===== src/rtl/rx_tx_pkg.sv =====
// ============================================================================
// Module   : rx_tx_pkg
// Brief    : Shared RX/TX datapath constants.
// Revision : 1.0
// ============================================================================
`default_nettype none

package rx_tx_pkg;
    localparam int DATA_WIDTH = 8;
endpackage

`default_nettype wire


===== src/rtl/switch_pkg.sv =====
// ============================================================================
// Module   : switch_pkg
// Brief    : Switch-core constants and the ingress arbiter state encoding.
// Revision : 1.0
// ============================================================================
`default_nettype none

package switch_pkg;
    localparam int NUM_PORTS     = 4;
    localparam int STALL_TIMEOUT = 64;

    typedef enum logic [1:0] {
        IDLE  = 2'd0,
        XFER  = 2'd1,
        ABORT = 2'd2
    } arb_state_t;
endpackage

`default_nettype wire


===== src/rtl/rr_priority_pick.sv =====
// ============================================================================
// Module   : rr_priority_pick
// Brief    : Picks the first set request at or after a pointer, wrapping.
// Revision : 1.0
// ============================================================================
`default_nettype none

module rr_priority_pick #(
    parameter int NUM_PORTS = 4
) (
    input  logic [NUM_PORTS-1:0]         i_req,
    input  logic [$clog2(NUM_PORTS)-1:0] i_ptr,
    output logic [NUM_PORTS-1:0]         o_gnt,
    output logic                         o_valid
);
    localparam int c_PW = $clog2(NUM_PORTS);

    logic [c_PW:0]   w_sum;
    logic [c_PW-1:0] w_idx;

    always_comb begin
        o_gnt   = '0;
        o_valid = 1'b0;
        w_sum   = '0;
        w_idx   = '0;
        for (int i = 0; i < NUM_PORTS; i++) begin
            // Extra sum bit keeps the wrap correct for non-power-of-two port counts.
            w_sum = {1'b0, i_ptr} + (c_PW+1)'(i);
            if (w_sum >= (c_PW+1)'(NUM_PORTS)) begin
                w_sum = w_sum - (c_PW+1)'(NUM_PORTS);
            end
            w_idx = w_sum[c_PW-1:0];
            if (!o_valid && i_req[w_idx]) begin
                o_gnt[w_idx] = 1'b1;
                o_valid      = 1'b1;
            end
        end
    end
endmodule

`default_nettype wire


===== src/rtl/rx_ingress_arbiter.sv =====
// ============================================================================
// Module   : rx_ingress_arbiter
// Brief    : Frame-granular round-robin merge of RX ports into one buffer stream.
// Revision : 1.0
// ============================================================================
`default_nettype none

module rx_ingress_arbiter
    import switch_pkg::*;
#(
    parameter int NUM_PORTS     = switch_pkg::NUM_PORTS,
    parameter int DATA_WIDTH    = rx_tx_pkg::DATA_WIDTH,
    parameter int STALL_TIMEOUT = switch_pkg::STALL_TIMEOUT
) (
    input  logic                                 switch_clk,
    input  logic                                 switch_rst_n,
    input  logic [NUM_PORTS-1:0]                 rx_valid_i,
    input  logic [NUM_PORTS-1:0][DATA_WIDTH-1:0] rx_data_i,
    input  logic [NUM_PORTS-1:0]                 rx_sof_i,
    input  logic [NUM_PORTS-1:0]                 rx_eof_i,
    input  logic [NUM_PORTS-1:0]                 rx_err_i,
    output logic [NUM_PORTS-1:0]                 rx_ready_o,
    output logic                                 mem_valid_o,
    output logic                                 mem_sof_o,
    output logic                                 mem_eof_o,
    output logic                                 mem_err_o,
    output logic [DATA_WIDTH-1:0]                mem_data_o,
    output logic [$clog2(NUM_PORTS)-1:0]         mem_port_o,
    input  logic                                 mem_ready_i,
    output logic [NUM_PORTS-1:0]                 drop_o
);
    localparam int c_PW      = $clog2(NUM_PORTS);
    localparam int c_STALL_W = $clog2(STALL_TIMEOUT + 1);

    arb_state_t           r_state;
    logic [c_PW-1:0]      r_grant;
    logic [c_PW-1:0]      r_rr_ptr;
    logic [c_STALL_W-1:0] r_stall;

    logic [NUM_PORTS-1:0] w_req;
    logic [NUM_PORTS-1:0] w_pick_oh;
    logic                 w_pick_valid;
    logic [c_PW-1:0]      w_pick_idx;
    logic [c_PW-1:0]      w_next_ptr;
    logic                 w_g_valid;
    logic                 w_g_eof;

    assign w_req      = rx_valid_i & rx_sof_i;
    assign w_g_valid  = rx_valid_i[r_grant];
    assign w_g_eof    = rx_eof_i[r_grant];
    assign w_next_ptr = (r_grant == c_PW'(NUM_PORTS - 1)) ? '0 : r_grant + 1'b1;

    rr_priority_pick #(
        .NUM_PORTS (NUM_PORTS)
    ) u_pick (
        .i_req   (w_req),
        .i_ptr   (r_rr_ptr),
        .o_gnt   (w_pick_oh),
        .o_valid (w_pick_valid)
    );

    always_comb begin
        w_pick_idx = '0;
        for (int p = 0; p < NUM_PORTS; p++) begin
            if (w_pick_oh[p]) begin
                w_pick_idx = c_PW'(p);
            end
        end
    end

    always_ff @(posedge switch_clk or negedge switch_rst_n) begin
        if (!switch_rst_n) begin
            r_state  <= IDLE;
            r_grant  <= '0;
            r_rr_ptr <= '0;
            r_stall  <= '0;
        end else begin
            case (r_state)
                IDLE: begin
                    r_stall <= '0;
                    if (w_pick_valid) begin
                        r_grant <= w_pick_idx;
                        r_state <= XFER;
                    end
                end
                XFER: begin
                    if (w_g_valid && mem_ready_i) begin
                        r_stall <= '0;
                        if (w_g_eof) begin
                            r_state  <= IDLE;
                            r_rr_ptr <= w_next_ptr;
                        end
                    end else if (!w_g_valid) begin
                        // A source starved for the full timeout gets its frame closed with an error beat.
                        if (r_stall == c_STALL_W'(STALL_TIMEOUT - 1)) begin
                            r_stall <= '0;
                            r_state <= ABORT;
                        end else begin
                            r_stall <= r_stall + 1'b1;
                        end
                    end
                end
                ABORT: begin
                    if (mem_ready_i) begin
                        r_state  <= IDLE;
                        r_rr_ptr <= w_next_ptr;
                    end
                end
                default: r_state <= IDLE;
            endcase
        end
    end

    always_comb begin
        rx_ready_o  = '0;
        drop_o      = '0;
        mem_valid_o = 1'b0;
        mem_sof_o   = 1'b0;
        mem_eof_o   = 1'b0;
        mem_err_o   = 1'b0;
        mem_data_o  = '0;
        mem_port_o  = '0;
        case (r_state)
            IDLE: begin
                // Beats without sof while idle belong to no frame and are flushed.
                if (switch_rst_n) begin
                    rx_ready_o = rx_valid_i & ~rx_sof_i;
                    drop_o     = rx_valid_i & ~rx_sof_i;
                end
            end
            XFER: begin
                mem_valid_o         = w_g_valid;
                mem_sof_o           = rx_sof_i[r_grant];
                mem_eof_o           = w_g_eof;
                mem_err_o           = rx_err_i[r_grant];
                mem_data_o          = rx_data_i[r_grant];
                mem_port_o          = r_grant;
                rx_ready_o[r_grant] = mem_ready_i;
            end
            ABORT: begin
                mem_valid_o = 1'b1;
                mem_eof_o   = 1'b1;
                mem_err_o   = 1'b1;
                mem_port_o  = r_grant;
            end
            default: ;
        endcase
    end
endmodule

`default_nettype wire


===== config.mk =====
export PLATFORM = sky130hd
export DESIGN_NAME = rx_ingress_arbiter
export DESIGN_NICKNAME = d
export VERILOG_FILES = /design/src/rtl/rx_tx_pkg.sv /design/src/rtl/switch_pkg.sv /design/src/rtl/rr_priority_pick.sv /design/src/rtl/rx_ingress_arbiter.sv
export SDC_FILE = /design/constraint.sdc
export NUM_CORES = 1
export LEC_CHECK = 0
export ABC_AREA = 1
export CAP_MARGIN = 20
export CORE_AREA = 2 2 72 74
export CTS_CLUSTER_DIAMETER = 200
export DETAILED_ROUTE_END_ITERATION = 6
export DIE_AREA = 0 0 74 76
export GPL_ROUTABILITY_DRIVEN = 0
export PLACE_DENSITY = 0.75
export SLEW_MARGIN = 20
export SYNTH_ARGS = -nofsm -noshare
export SYNTH_HDL_FRONTEND = slang
export SYNTH_SLANG_ARGS = --single-unit

===== constraint.sdc =====
create_clock -name switch_clk -period 1.7 [get_ports switch_clk]
set_input_delay 0.255 -clock switch_clk [delete_from_list [all_inputs] [get_ports switch_clk]]
set_output_delay 0.255 -clock switch_clk [all_outputs]
set_load 0.03 [all_outputs]

Word-level counts from Yosys, hierarchy flattened
Cells that the tools add are included.
{ "classes": {"magnitude_cmp": 14, "reduce_logical": 20, "mux": 68, "add_sub_neg": 9, "eq_ne": 11, "bitwise": 7} }
{ "ops": {"columns": ["operator", "count"], "rows": [
  ["2-bit 2-to-1 mux", 17],
  ["4-bit 2-to-1 mux", 6],
  ["7-bit 2-to-1 mux", 3],
  ["1-bit 2-to-1 mux", 19],
  ["1-bit binary-select mux with 2-bit select", 8],
  ["8-bit binary-select mux with 2-bit select", 1],
  ["8-bit 2-to-1 mux", 2],
  ["2-bit by 3-bit less-than comparator with 1-bit output (second input constant)", 5],
  ["7-bit case mux with 2 select lines", 1],
  ["4-bit bitwise AND", 3],
  ["4-bit OR", 3],
  ["1-bit demux with 2-bit select", 5],
  ["2-bit by 1-bit >= comparator with 1-bit output (second input constant)", 5],
  ["3-bit >= comparator (second input constant)", 3],
  ["1-bit logical AND", 9],
  ["3-bit inequality test (second input constant)", 3],
  ["4-bit case mux with 2 select lines", 1],
  ["2-bit by 1-bit subtractor with 2-bit output (second input constant)", 4],
  ["7-bit by 1-bit adder with 7-bit output (second input constant)", 1],
  ["7-bit by 6-bit equality test with 1-bit output (second input constant)", 1],
  ["2-bit by 2-bit adder with 3-bit output (second input constant)", 2],
  ["2-bit inequality test (second input constant)", 3],
  ["1-bit case mux with 2 select lines", 3],
  ["2-bit case mux with 3 select lines", 1],
  ["other kinds (15)", 20]
]} }
{ "totals": {"word_cells": 133, "register_bits": 13, "output_inout_bits": 22, "inputBits": 51} }

Depth between registers and ports, before layout
Gate-level depths: netlist (run 1).
{ "depth": {"ltp_word": 17, "mapped_depth": 13, "ltp_nobuf": 12} }

Hierarchy
From an unflattened synthesis (run 1), not the netlist that was laid out.
{ "hier_totals": {"hier_cells": 307, "area_unflattened_um2": 1853.0} }
{ "by_module_without_submodules": {"columns": ["module", "seq_area_each_um2", "cells_per_inst", "n_inst", "area_each_um2"], "rows": [
  ["rx_ingress_arbiter", 325.3, 231, 1, 1428.9],
  ["rr_priority_pick", 0.0, 76, 1, 424.2]
]} }

Worst setup path before layout (run 1)
OpenSTA, ideal clock, no wires.
{ "synth_timing": {"path_kind": "reg2out", "startpoint": "reg r_state[0]", "endpoint": "out rx_ready_o[2]", "path_slack_ns": -0.400, "path_stages_with_launch": 6, "arrival_ns": 1.845, "t_required_ns": 1.445, "cell_sequence": "dfrtp_1 inv_1 ha_1 inv_1 nor3_1 a31o_2"} }
{ "synth_via": {"elab_chain_len": 2, "word_cells_on_any_way": 3, "classes_between": "eq/ne: 1; mux: 1; reduce/logical: 1"} }
{ "synth_lines": {"columns": ["item", "line", "rtl"], "rows": [
  ["start: declaration", "rx_ingress_arbiter.sv:35", "arb_state_t r_state;"],
  ["start signal: assignment", "rx_ingress_arbiter.sv:73", "r_state <= IDLE;"],
  ["start signal: assignment", "rx_ingress_arbiter.sv:83", "r_state <= XFER;"],
  ["start signal: assignment", "rx_ingress_arbiter.sv:90", "r_state <= IDLE;"],
  ["2-bit by 1-bit equality test with 1-bit output / 2-bit logical NOT (equally long branches)", "rx_ingress_arbiter.sv:123", "case (r_state)"],
  ["4-bit case mux with 2 select lines (*)", "rx_ingress_arbiter.sv:123", null],
  ["end: declaration", "rx_ingress_arbiter.sv:22", "output logic [NUM_PORTS-1:0] rx_ready_o,"]
]} }
Every way passes the cells marked *; elsewhere a longest branch is shown, timed or not.

Final worst setup path (run 1)
{ "layout_timing": {"startpoint": "reg r_grant[0]", "endpoint": "out mem_err_o"} }
{ "layout_via": {"elab_chain_len": 3} }
{ "layout_lines": {"columns": ["item", "line", "rtl"], "rows": [
  ["start: declaration", "rx_ingress_arbiter.sv:36", "logic [c_PW-1:0] r_grant;"],
  ["start signal: assignment", "rx_ingress_arbiter.sv:82", "r_grant <= w_pick_idx;"],
  ["1-bit binary-select mux with 2-bit select", "rx_ingress_arbiter.sv:135", "mem_err_o = rx_err_i[r_grant];"],
  ["1-bit 2-to-1 mux (implied by the code)", "rx_ingress_arbiter.sv:135", null],
  ["1-bit case mux with 2 select lines", "rx_ingress_arbiter.sv:123", null],
  ["end: declaration", "rx_ingress_arbiter.sv:26", "output logic mem_err_o,"]
]} }
No other way between the ends. The select of a mux whose other input is x is not followed.

==> results.cfg, run 1 <==
[sta]
fmax_mhz = 562
tightest_slew_ns = 0.285
setup_violations = 16
final-hold-violation-count = 0
slew_violations = 0
clock_skew_ns = 0.0101
rsz0062_at_grt = true
period_needed_ns = 1.78
fin_hold_ws_ns = 0.419
fin_crit_sh_pct = 105
slew_headroom_pct = 80.9
final.setup.worst_slack_ns = -0.0778

[logic_synthesis]
synthCells = 301
syn_avg_cell_area_sq_um = 6.16
ys_types = 38
syn-num-nets = 367
yosys_warnings = 0
synth-main-ff-cell = dfrtp_1
syn_area_sq_mm = 0.00186
synth-seq-area-share_pct = 17.5
synth.ff_latch_count = 13
synth-edff-count = 0
synthArstFlopShare_pct = 100

[worst_setup_path]
crit_path_frequent_cell = buf_6
r2r_end = r_state[1]
cpPeakStageDelay_ns = 0.45
start_kind = flop
cp_cell_sequence = buf_6, buf_6, o21ai_2, o22ai_1, o21ai_1, inv_1, buf_6
end_kind = output port
worstPathMaxFanout = 6
rrSetupSlack_ns = -0.03
r2r_start = r_state[1]
reg2reg_depth = 11
cpMaxStageDelayCell = dfrtp_2
worst-setup-path-type = reg -> out
worstPathRequired_ns = 1.44
arrival_ns = 1.52

[placed_design]
dp_hpwl_um = 4640
placed_cells_incl_taps = 460
place.port_buffers = 72

[global_routing]
grt_start_max_net_pins = 19
grt_pass1_vias = 2400
antenna_found_initial = 0
grt_overflow = 0
grtUsageTotal_pct = 24.0
grt_pass1_wl_um = 11000

[finish]
n_fill_cell = 406
multi_input_area_sq_mm = 0.00156
seq_area_sq_um = 329
syn2layout_area_growth_pct = 79.6
final-instance-count-excl-fill = 480
fin_nets = 477
drive_gt1_share_pct = 36.6
diodes = 0

[clock_tree]
cts_root_buffer = clkbuf_8
cts_tree = built
clock_path_buffers = 2
clk_pin_slew_worst_paths_ns = 0.06
numCtsBuffers = 3
insertion_delay_ns = 0.25
clkSinkCount = 13
htreeDepth = 1

[pwr]
ir_drop_uv = 1120
power_density_mw_per_mm2 = 1870
power_leakage_nw = 1.55
combPwrFrac_pct = 86.9
internal_power_w = 0.00294
switching_share_pct = 52.7
p_switching_w = 0.00328
power_frac_seq_pct = 8.6
clkPwrFrac_pct = 4.5

[route]
first_pass_iters = 4
avgRoutedWirePerCell_um = 14.1
drc = 0
drt-total-wl_um = 6790
ant_nets = 0
vias = 2439
wl_met1_um = 2710
route.met3.wl_um = 285
avgViaCountPerCell = 5.08
highest_layer = met4
drtIter0Drc = 94
met2_length_um = 3710

[run_status]
violations = negative setup slack
outcome = finished with violations

[die]
die_x_um = 74
ioPinCount = 73
num_rows = 26
die_h_um = 76
core_sq_mm = 0.00491
die_area_sq_mm = 0.00562
initial_core_util_pct = 37.8

[worst_hold_path]
hold_class = in -> async

[flow_run]
maxCapViolCount = 0
## power groups by stage
| stage | clock (W) | combinational [W] | sequential, W |
|---|---|---|---|
| final | 0.000283 | 0.00541 | 0.000535 |
| after global routing | 0.000310 | 0.00583 | 0.000550 |
| after CTS | 0.000289 | 0.00489 | 0.000526 |
| after detailed placement | 0 | 0.00410 | 0.000529 |
| after global placement | 0 | 0.00405 | 0.000528 |
| after floorplan | 0 | 0.00279 | 0.000530 |
## placed cells by master (no fill, tap or decap), types with 4 or more instances in the layout
master	netlist	layout
nor2_2	2	6
buf_4	0	32
inv_1	29	22
a21oi_2	0	6
nand3_1	30	26
o21ai_1	5	17
buf_6	2	29
nand2_1	56	48
o21ai_0	25	6
a21oi_1	16	6
nand2_2	6	13
inv_2	7	10
a21oi_4	0	4
nand4_1	7	7
dfrtp_1	13	10
ha_1	15	12
o21ai_2	1	7
nand3_2	6	10
nor2_1	51	46
clkdlybuf4s50_1	0	49
## cell type report
type                       count  share of cell area [%]
clock buffer                   4                    1.35
tap                           70                    2.63
timing repair buffer         115                    34.5
inverter                      37                    4.88
multi-input combinational    241                    46.8
sequential                    13                    9.87
## timing repair
| action | 4_1_cts | 5_1_grt |
|---|---|---|
| setup endpoints to repair | 23 | 32 |
| gates resized for setup | 57 | 50 |
| pin swaps | 10 | 15 |
| cloned | 0 | 1 |
| buffers inserted | 13 | 2 |
| hold buffers | 0 | 0 |
## state kept, by name, indices dropped and copies added (netlist names)
name      cells
r_stall       7
r_rr_ptr      2
r_state       2
r_grant       2
## cell usage after synthesis, types with 2 or more instances
cell type  count  share of area (%)
dfrtp_1       13                 18
nor2_1        51                 10
nand3_1       30                8.1
buf_2          3               0.81
o21ai_0       25                6.7
buf_6          2                1.2
a21oi_1       16                4.3
nor2_2         2               0.67
ha_1          15                 10
o21ai_1        5                1.3
nor3_1         2               0.54
inv_1         29                5.9
nand4_1        7                2.4
nand2_4        2                1.2
nand2_2        6                2.0
nand3_2        6                3.2
nand2_1       56                 11
clkbuf_1       5                1.0
inv_2          7                1.4
## layer usage
| layer | vias to the layer above | GRT usage, % |
|---|---|---|
| met5 | - | 0 |
| met4 | 0 | 4.73 |
| met3 | 10 | 2.51 |
| met2 | 86 | 44.6 |
| met1 | 1142 | 28.9 |
| li1 | 1201 | - |
## cell families (layout without fill, tap and decap cells)
group | after synthesis | in the layout | share of synthesized area [%]
adder cells (fa/ha/maj) | 15 | 15 | 10.1
AND/OR/NAND/NOR | 170 | 170 | 44.6
buffers and inverters | 47 | 156 | 10.9
flip-flops | 13 | 13 | 17.5
XOR/XNOR | 2 | 2 | 0.944
AO/OA/AOI/OAI | 54 | 54 | 15.9
## per-stage QoR
stage | setup slack (ns) | area (sq um) | setup TNS (ns) | total power, W | utilization [%]
6_report | -0.0778 | 3330 | -0.873 | 0.00622 | 67.9
5_1_grt | -0.168 | 3330 | -2.74 | 0.00669 | 67.9
4_1_cts | -0.0697 | 3170 | -0.546 | 0.00570 | 64.4
3_5_place_dp | -0.179 | 2820 | -1.02 | 0.00463 | 57.5
3_3_place_gp | -0.138 | 2820 | -0.926 | 0.00458 | 57.5
2_1_floorplan | -0.0834 | 1910 | -0.251 | 0.00332 | -
## how the worst max path moves through the flow
stage                              from            end  slack, ns  cells past startpoint
after floorplan              r_grant[0]  mem_data_o[5]      -0.08                      5
after global placement    rx_valid_i[2]     r_state[1]      -0.14                     12
after detailed placement  rx_valid_i[3]     r_state[1]      -0.18                     12
after CTS                    r_grant[0]      mem_eof_o      -0.07                      8
after global routing         r_grant[0]      mem_err_o      -0.17                      8
final                        r_grant[0]      mem_err_o      -0.08                      7
## worst max-delay path: cells and delay by family, from the launching register on
family / cells / cell delay, ns
compound gates: 3 / 0.35
buf+inv: 4 / 0.48
flops: 1 / 0.45
No activity file was read; power rests on OpenSTA's default activity.
==> run 2, diff against run 1 <==
==> constraint.sdc (replaced) <==
create_clock -name switch_clk -period 1.5 [get_ports switch_clk]
set_input_delay 0.225 -clock switch_clk [delete_from_list [all_inputs] [get_ports switch_clk]]
set_output_delay 0.225 -clock switch_clk [all_outputs]
set_load 0.03 [all_outputs]
==> results.cfg, run 2 (same netlist as run 1, synthesis figures left out) <==
[run_status]
outcome = finished with violations
violations = negative setup slack

[die]
initial_core_util_pct = 37.8
core_sq_mm = 0.00491
die_h_um = 76
die_x_um = 74
die_area_sq_mm = 0.00562
ioPinCount = 73
num_rows = 26

[worst_setup_path]
worst-setup-path-type = reg -> out
end_kind = output port
arrival_ns = 1.58
crit_path_start = r_grant[0]
crit_family = flip-flops
cpPeakStageDelay_ns = 0.48
rrSetupSlack_ns = -0.23
worst-path-buf-inv = 2
cpMaxStageDelayCell = dfrtp_2
r2r_start = r_grant[0]
worstPathMaxFanout = 6
worstPathRequired_ns = 1.27
start_kind = flop
cp_cell_sequence = buf_4, nand2_1, o21ai_1, nand2_1, nand2_2, o21a_1, buf_4

[route]
first_pass_iters = 5
avgRoutedWirePerCell_um = 15.9
ant_nets = 0
drc = 0
vias = 2659
drt-total-wl_um = 8090
drtIter0Drc = 152
avgViaCountPerCell = 5.22

[finish]
diodes = 0
fin_nets = 506
largest_register_ffs = 7
layout_commonest_cell = buf_6
syn2layout_area_growth_pct = 113
mostFrequentLayoutCells = 46 x buf_6, 45 x clkdlybuf4s50_1, 42 x buf_4
drive_gt1_share_pct = 53.1
n_fill_cell = 287
top_register = r_stall
utilization_pct = 80.4

[placed_design]
place.port_buffers = 72
dp_hpwl_um = 4850
pre_cts_slack_ns = -0.295

[clock_tree]
cts_hold_buf = 0
insertion_delay_ns = 0.25
cts_tree = built
htreeDepth = 1
cts_root_buffer = clkbuf_8
numCtsBuffers = 3
clock_path_buffers = 2
clk_pin_slew_worst_paths_ns = 0.06
clkSinkCount = 13

[sta]
rsz0062_at_grt = true
fmax_mhz = 553
slew_violations = 0
final.setup.worst_slack_ns = -0.307
clock_skew_ns = 0.00175
slew_headroom_pct = 77.9
setup_violations = 35
fin_hold_ws_ns = 0.445
tightest_slew_ns = 0.330
final-hold-violation-count = 0
fin_crit_sh_pct = 120
period_needed_ns = 1.81

[pwr]
power_density_mw_per_mm2 = 2210
ir_drop_uv = 1440
power_leakage_nw = 1.80

[global_routing]
busiest_layer = met2
grt_pass1_wl_um = 11400
globalRouteMet2Util_pct = 44.6
met3_usage_pct = 3.31
grtUsageMet1_pct = 32.1
grt_overflow = 0
antenna_found_initial = 0
grt_pass1_vias = 2545
grt_start_max_net_pins = 14
grtUsageTotal_pct = 24.9

[flow_run]
maxCapViolCount = 0

[worst_hold_path]
hold_class = in -> async
## run 2: timing repair
item,4_1_cts,5_1_grt
pin swaps,28,37
buffers inserted,9,12
setup endpoints to repair,34,35
resized for setup,119,79
gates cloned,2,0
## run 2: path summary, 6_finish.rpt
| path | depth (start not counted) | to |
|---|---|---|
| setup / recovery | 7 | mem_eof_o |
| hold / removal | 2 | r_stall[4] |
| setup reg to reg | 13 | r_stall[3] |
| hold reg to reg | 2 | r_stall[6] |
| max in group asynchronous | 3 | r_grant[1] |
| min in group switch_clk | 2 | r_stall[6] |
## run 2: final cells by class
type / instances / area (sq um) / share of cell area, %
Clock buffer: 4 / 45.0 / 1.14
Sequential cell: 13 / 332 / 8.40
Multi-Input combinational cell: 241 / 1860 / 47.1
Timing Repair Buffer: 144 / 1460 / 37.0
Tap cell: 70 / 87.6 / 2.22
Inverter: 37 / 164 / 4.15
## run 2: power breakdown
part	internal (W)	leakage (nW)	switching, W
clock	0.000188	0.0228	0.000136
sequential	0.000477	0.163	0.000148
combinational	0.00361	1.61	0.00417
## run 2: per-stage QoR
stage          power, W  setup TNS [ns]  cell area (sq um)  cells
6_report        0.00872           -7.10               3950    509
5_1_grt         0.00925           -9.27               3950    509
4_1_cts         0.00756           -4.83               3610    500
3_5_place_dp    0.00596           -4.58               3140    487
3_3_place_gp    0.00591           -4.37               3140    487
2_1_floorplan   0.00406          -0.738               2020    301
## run 2: layer usage
layer / wire [um] / share of wire (%)
met5: 0 / 0
met4: 180 / 2.2
met3: 380 / 4.7
met2: 4320 / 53
met1: 3200 / 40
